### src/rtl/alu_exec_unit.sv
// Registered RV32I ALU decode+execute stage with valid/ready on both sides.
// Define ALU_MUL_EN to add an iterative shift-add multiplier (BUSY path).
module alu_exec_unit #(
  parameter int unsigned WIDTH = 32
) (
  input  logic             clk,
  input  logic             rst,
  input  logic             in_valid,
  output logic             in_ready,
  input  logic [1:0]       alu_op,
  input  logic [2:0]       funct3,
  input  logic             funct7_5,
  input  logic             funct7_0,
  input  logic             op_5,
  input  logic [WIDTH-1:0] src_a,
  input  logic [WIDTH-1:0] src_b,
  output logic             out_valid,
  input  logic             out_ready,
  output logic [WIDTH-1:0] result,
  output logic             zero,
  output logic [3:0]       alu_ctrl
);

  localparam int unsigned SHAMT_W = $clog2(WIDTH);

  localparam logic [3:0] C_ADD  = 4'd0;
  localparam logic [3:0] C_SUB  = 4'd1;
  localparam logic [3:0] C_AND  = 4'd2;
  localparam logic [3:0] C_OR   = 4'd3;
  localparam logic [3:0] C_XOR  = 4'd4;
  localparam logic [3:0] C_SLT  = 4'd5;
  localparam logic [3:0] C_SLTU = 4'd6;
  localparam logic [3:0] C_SLL  = 4'd7;
  localparam logic [3:0] C_SRL  = 4'd8;
  localparam logic [3:0] C_SRA  = 4'd9;
`ifdef ALU_MUL_EN
  localparam logic [3:0] C_MUL  = 4'd10;
`endif

`ifdef ALU_MUL_EN
  typedef enum logic [1:0] {S_IDLE = 2'd0, S_BUSY = 2'd1, S_HOLD = 2'd2} state_e;
`else
  typedef enum logic [1:0] {S_IDLE = 2'd0, S_HOLD = 2'd2} state_e;
`endif

  state_e               state_q, state_d;
  logic [WIDTH-1:0]     result_q, result_d;
  logic                 zero_q, zero_d;
  logic [3:0]           alu_ctrl_q, alu_ctrl_d;

  logic [3:0]           ctrl_c;
  logic [WIDTH-1:0]     exec_c;
  logic [SHAMT_W-1:0]   shamt_c;
  logic                 accept_c;

`ifdef ALU_MUL_EN
  logic [WIDTH-1:0]     acc_q, acc_d;
  logic [WIDTH-1:0]     mcand_q, mcand_d;
  logic [WIDTH-1:0]     mplier_q, mplier_d;
  logic [SHAMT_W-1:0]   cnt_q, cnt_d;
  logic [WIDTH-1:0]     acc_sum_c;
`else
  logic                 unused_funct7_0;
  assign unused_funct7_0 = funct7_0;
`endif

  // Control decode from ALUOp and instruction fields
  always_comb begin
    ctrl_c = C_ADD;
    case (alu_op)
      2'b00: ctrl_c = C_ADD;
      2'b01: ctrl_c = C_SUB;
      2'b10: begin
        case (funct3)
          3'b000:  ctrl_c = (funct7_5 & op_5) ? C_SUB : C_ADD;
          3'b001:  ctrl_c = C_SLL;
          3'b010:  ctrl_c = C_SLT;
          3'b011:  ctrl_c = C_SLTU;
          3'b100:  ctrl_c = C_XOR;
          3'b101:  ctrl_c = funct7_5 ? C_SRA : C_SRL;
          3'b110:  ctrl_c = C_OR;
          default: ctrl_c = C_AND;
        endcase
`ifdef ALU_MUL_EN
        if (op_5 && funct7_0 && (funct3 == 3'b000)) begin
          ctrl_c = C_MUL;
        end
`endif
      end
      default: ctrl_c = C_ADD;
    endcase
  end

  // Single-cycle execute; mul is handled by the iterative datapath
  always_comb begin
    shamt_c = src_b[SHAMT_W-1:0];
    exec_c  = src_a + src_b;
    case (ctrl_c)
      C_SUB:   exec_c = src_a - src_b;
      C_AND:   exec_c = src_a & src_b;
      C_OR:    exec_c = src_a | src_b;
      C_XOR:   exec_c = src_a ^ src_b;
      C_SLT:   exec_c = WIDTH'($signed(src_a) < $signed(src_b));
      C_SLTU:  exec_c = WIDTH'(src_a < src_b);
      C_SLL:   exec_c = src_a << shamt_c;
      C_SRL:   exec_c = src_a >> shamt_c;
      C_SRA:   exec_c = WIDTH'($signed(src_a) >>> shamt_c);
      default: exec_c = src_a + src_b;
    endcase
  end

`ifdef ALU_MUL_EN
  assign acc_sum_c = acc_q + (mplier_q[0] ? mcand_q : '0);
`endif

  // Handshake FSM: next state, held outputs and multiplier stepping
  always_comb begin
    state_d    = state_q;
    result_d   = result_q;
    zero_d     = zero_q;
    alu_ctrl_d = alu_ctrl_q;
    in_ready   = 1'b0;
    out_valid  = 1'b0;
`ifdef ALU_MUL_EN
    acc_d      = acc_q;
    mcand_d    = mcand_q;
    mplier_d   = mplier_q;
    cnt_d      = cnt_q;
`endif

    case (state_q)
      S_IDLE: in_ready = 1'b1;
`ifdef ALU_MUL_EN
      S_BUSY: begin
        in_ready = 1'b0;
        acc_d    = acc_sum_c;
        mcand_d  = mcand_q << 1;
        mplier_d = mplier_q >> 1;
        cnt_d    = cnt_q + SHAMT_W'(1);
        if (cnt_q == SHAMT_W'(WIDTH - 1)) begin
          result_d = acc_sum_c;
          zero_d   = (acc_sum_c == '0);
          state_d  = S_HOLD;
        end
      end
`endif
      S_HOLD: begin
        out_valid = 1'b1;
        in_ready  = out_ready;
        if (out_ready) begin
          state_d = S_IDLE;
        end
      end
      default: state_d = S_IDLE;
    endcase

    accept_c = in_valid & in_ready;

    if (accept_c) begin
      alu_ctrl_d = ctrl_c;
`ifdef ALU_MUL_EN
      if (ctrl_c == C_MUL) begin
        acc_d    = '0;
        mcand_d  = src_a;
        mplier_d = src_b;
        cnt_d    = '0;
        state_d  = S_BUSY;
      end else begin
        result_d = exec_c;
        zero_d   = (exec_c == '0);
        state_d  = S_HOLD;
      end
`else
      result_d = exec_c;
      zero_d   = (exec_c == '0);
      state_d  = S_HOLD;
`endif
    end
  end

  // State and result registers; reset discards any in-flight op
  always_ff @(posedge clk) begin
    if (rst) begin
      state_q    <= S_IDLE;
      result_q   <= '0;
      zero_q     <= 1'b1;
      alu_ctrl_q <= C_ADD;
`ifdef ALU_MUL_EN
      acc_q      <= '0;
      mcand_q    <= '0;
      mplier_q   <= '0;
      cnt_q      <= '0;
`endif
    end else begin
      state_q    <= state_d;
      result_q   <= result_d;
      zero_q     <= zero_d;
      alu_ctrl_q <= alu_ctrl_d;
`ifdef ALU_MUL_EN
      acc_q      <= acc_d;
      mcand_q    <= mcand_d;
      mplier_q   <= mplier_d;
      cnt_q      <= cnt_d;
`endif
    end
  end

  assign result   = result_q;
  assign zero     = zero_q;
  assign alu_ctrl = alu_ctrl_q;

endmodule
### config.mk
export PLATFORM = sky130hd
export DESIGN_NAME = alu_exec_unit
export DESIGN_NICKNAME = d
export VERILOG_FILES = /design/src/rtl/alu_exec_unit.sv
export SDC_FILE = /design/constraint.sdc
export NUM_CORES = 1
export LEC_CHECK = 0
export CAP_MARGIN = 20
export CORE_AREA = 3 3 177 179
export DETAILED_ROUTE_END_ITERATION = 16
export DIE_AREA = 0 0 180 182
export PLACE_DENSITY_LB_ADDON = 0.12
export SKIP_CTS_REPAIR_TIMING = 1
export SYNTH_ARGS = -nofsm -noshare
export SYNTH_HDL_FRONTEND = slang
export SYNTH_SLANG_ARGS = --single-unit
### constraint.sdc
create_clock -name clk -period 20.1 [get_ports clk]
set_input_delay 6.03 -clock clk [delete_from_list [all_inputs] [get_ports clk]]
set_output_delay 6.03 -clock clk [all_outputs]
set_load 0.01 [all_outputs]
==> results.cfg <==
[outcome]
status = complete, no violations

[setup_path]
reg2reg_to = zero$_SDFFE_PP1P_
cp.arrival_ps = 7190
cp-start-kind = input pin
critPathCaptureType = primary output
rr_startpoint = state_q[1]$_SDFFE_PP0P_
worstSetupPathType = in -> out
reg2reg_depth = 12
crit_required_ps = 14070
cp-startpoint = out_ready
worstPathMaxFanout = 4
rrSetupSlack_ps = 16500

[clock_network]
cts.clk_slew.worst_paths_ps = 60
cts_tree = built
cts.sinks = 38
htree_levels = 2
clockBufferDepth = 2
clock-root-buffer = clkbuf_16
insertion_delay_ps = 280
cts_buffers = 5

[yosys]
syn_avg_cell_area_sq_um = 7.28
syn_area_sq_um = 12100
syn_nets = 1845
ys.warnings.count = 0
ys_seq_area_frac = 0.0626
ys_types = 99
synth-async-reset-ratio = 0
synth_flop_cell = dfxtp_1
netlist_instances = 1668
synth_edf_count = 0
ys_seq_elements = 38

[final_layout]
finalNetCount = 1849
nFillCells = 3102
area.growth.synth_to_final_pct = 11.3
final_area_sq_um = 13500
multiInputGateArea_sq_um = 10300
drive_gt1_frac = 0.107
final-seq-area_sq_um = 761

[floorplanning]
core_sq_um = 29700
ioPinCount = 115
die_w_microns = 180
initial_core_util = 0.409
num_rows = 63
die_area_sq_um = 32800
fp.dieH_microns = 182

[global_route]
grt_max_degree = 60
grt_pass1_wl_microns = 89600
antenna_found_initial = 1
grtUsageTotal = 0.353
grt-ovfl-total = 0
grt_pass1_vias = 13200

[hold_path]
min_path_type = reg -> reg
holdPathEnd = alu_ctrl[2]$_SDFFE_PP0P_
min_from = alu_ctrl[2]$_SDFFE_PP0P_
worstHoldPathCells = 2

[place]
gp_congestion = 1.07
port_buffers = 113
hpwl_microns = 46000
postPlaceCellArea_sq_um = 13300

[drt]
dr_total_vias = 14200
drc = 0
drt-vias-per-instance = 6.90
drt-total-wl_microns = 60500
firstDrtPassIters = 6
drt-wirelength-per-cell_microns = 29.3
ant_nets = 0
drt_iter0_drc = 1942

[sta]
tns_ps = 0
finalHoldViolCount = 0
min_period_ps = 13220
setup_violations = 0
finalCritPeriodShare = 0.658
grt_setup_unrepaired = no
tightest_slew_ps = 1330
drv_slew = 0
slew_headroom = 0.0919
fmax_mhz = 75.7
clock-skew-final_ps = 2.55

[power_and_ir_drop]
p_leak_nw = 5.42
p_sw_mw = 0.276
swShare = 0.491
clock_power_share = 0.158
power_frac_seq = 0.154
irDropWorstVdd_v = 0.0000332
fin_total_pwr_mw = 0.562
cellPowerDensity_nw_per_um2 = 41.6
combPwrFrac = 0.688
p_int_mw = 0.286

[run]
drv_cap = 0
## through the flow
step / util / instances / hold WS (ps) / setup slack (ps)
5_1_grt: 0.455 / 2063 / 477 / 6870
6_report: 0.455 / 2064 / 453 / 6880
3_3_place_gp: 0.449 / 2055 / 443 / 6890
4_1_cts: 0.455 / 2063 / 455 / 6890
2_1_floorplan: - / 1668 / 476 / 7850
3_5_place_dp: 0.449 / 2055 / 447 / 6890
## worst max path at each step
stage                     slack [ps]  endpoint
final                           6880  in_ready
after detailed placement        6890  in_ready
after global placement          6890  in_ready
after CTS                       6890  in_ready
after global routing            6870  in_ready
after floorplan                 7850  in_ready
## area by class of cell
cell class,count,share of cell area
antenna,1,0.000185
clock buffer,5,0.00926
clock inverter,3,0.00296
inverter,107,0.0297
multi-input combinational,1368,0.761
sequential,38,0.0563
tap,390,0.0361
timing repair buffer,152,0.104
## power groups by stage
stage                     clock, mW  sequential [mW]  combinational (mW)
after global placement            0           0.0879               0.373
after CTS                    0.0899           0.0867               0.376
after global routing         0.0952           0.0874               0.409
final                        0.0886           0.0866               0.387
after floorplan                   0           0.0912               0.239
after detailed placement          0           0.0883               0.374
## cells in the final DEF, fill, tap and decap left out, types with 7 or more instances in the layout
master / instances
nand3_1: 44
xnor2_1: 17
o2111ai_1: 11
and2_1: 11
mux2_2: 21
nor2b_1: 14
buf_4: 42
nor3_1: 50
nand4_1: 8
o21ai_0: 73
nand2b_1: 29
o22ai_1: 21
clkdlybuf4s50_1: 108
a22oi_1: 28
a21oi_1: 128
or2_2: 11
o21bai_1: 10
o211ai_1: 21
nor4_1: 16
o31a_1: 8
o221ai_1: 8
a211oi_1: 42
nor2_1: 164
a311oi_1: 8
a211o_1: 7
dfxtp_1: 38
a21o_1: 24
a221oi_1: 13
xor2_1: 9
a31oi_1: 21
and3_1: 10
ha_1: 99
or3_1: 7
mux2i_1: 56
inv_1: 103
a2111oi_0: 9
nand2_1: 153
o31ai_1: 12
mux4_2: 68
## synthesized netlist by cell type (all sizes together), types with 13 or more instances
master,number,share of area
nor2,165,0.051
nand2,153,0.047
a21oi,128,0.053
inv,106,0.033
ha,99,0.10
clkbuf,95,0.029
o21ai,79,0.033
mux4,68,0.13
buf,60,0.029
mux2i,56,0.046
nor3,52,0.022
nand3,44,0.018
a211oi,42,0.026
dfxtp,38,0.063
nand2b,29,0.015
a22oi,28,0.017
mux2,26,0.024
a21o,24,0.015
a31oi,22,0.013
o211ai,22,0.014
o22ai,21,0.011
nor4,17,0.0088
xnor2,17,0.012
nor2b,14,0.0072
or2,14,0.0074
a221oi,13,0.0094
## cells by family after synthesis
logic type,after synthesis,share of synthesized area
AOI/OAI and AO/OA,541,0.312
xor gates and xnor gates,26,0.0188
adders and majority gates,101,0.105
buffers and inverters,262,0.0914
DFF,38,0.0626
muxes,150,0.196
and+or+nand+nor,550,0.214
## critical path, cell delays in order
cell	delay, ps
clkdlybuf4s50_1	440
nand2b_1	150
clkdlybuf4s50_1	560
## state kept, by name, summed over array words and instances (netlist names)
register	cells
state_q	1
alu_ctrl	4
zero	1
result	32
## layer usage
| layer | GRT usage | vias up | wire length, microns |
|---|---|---|---|
| li1 | - | 6276 | - |
| met1 | 0.500 | 6852 | 25600 |
| met2 | 0.545 | 959 | 26300 |
| met3 | 0.0565 | 144 | 5770 |
| met4 | 0.125 | 2 | 2810 |
| met5 | 0 | - | 8 |
(Power assumes the default switching activity.)
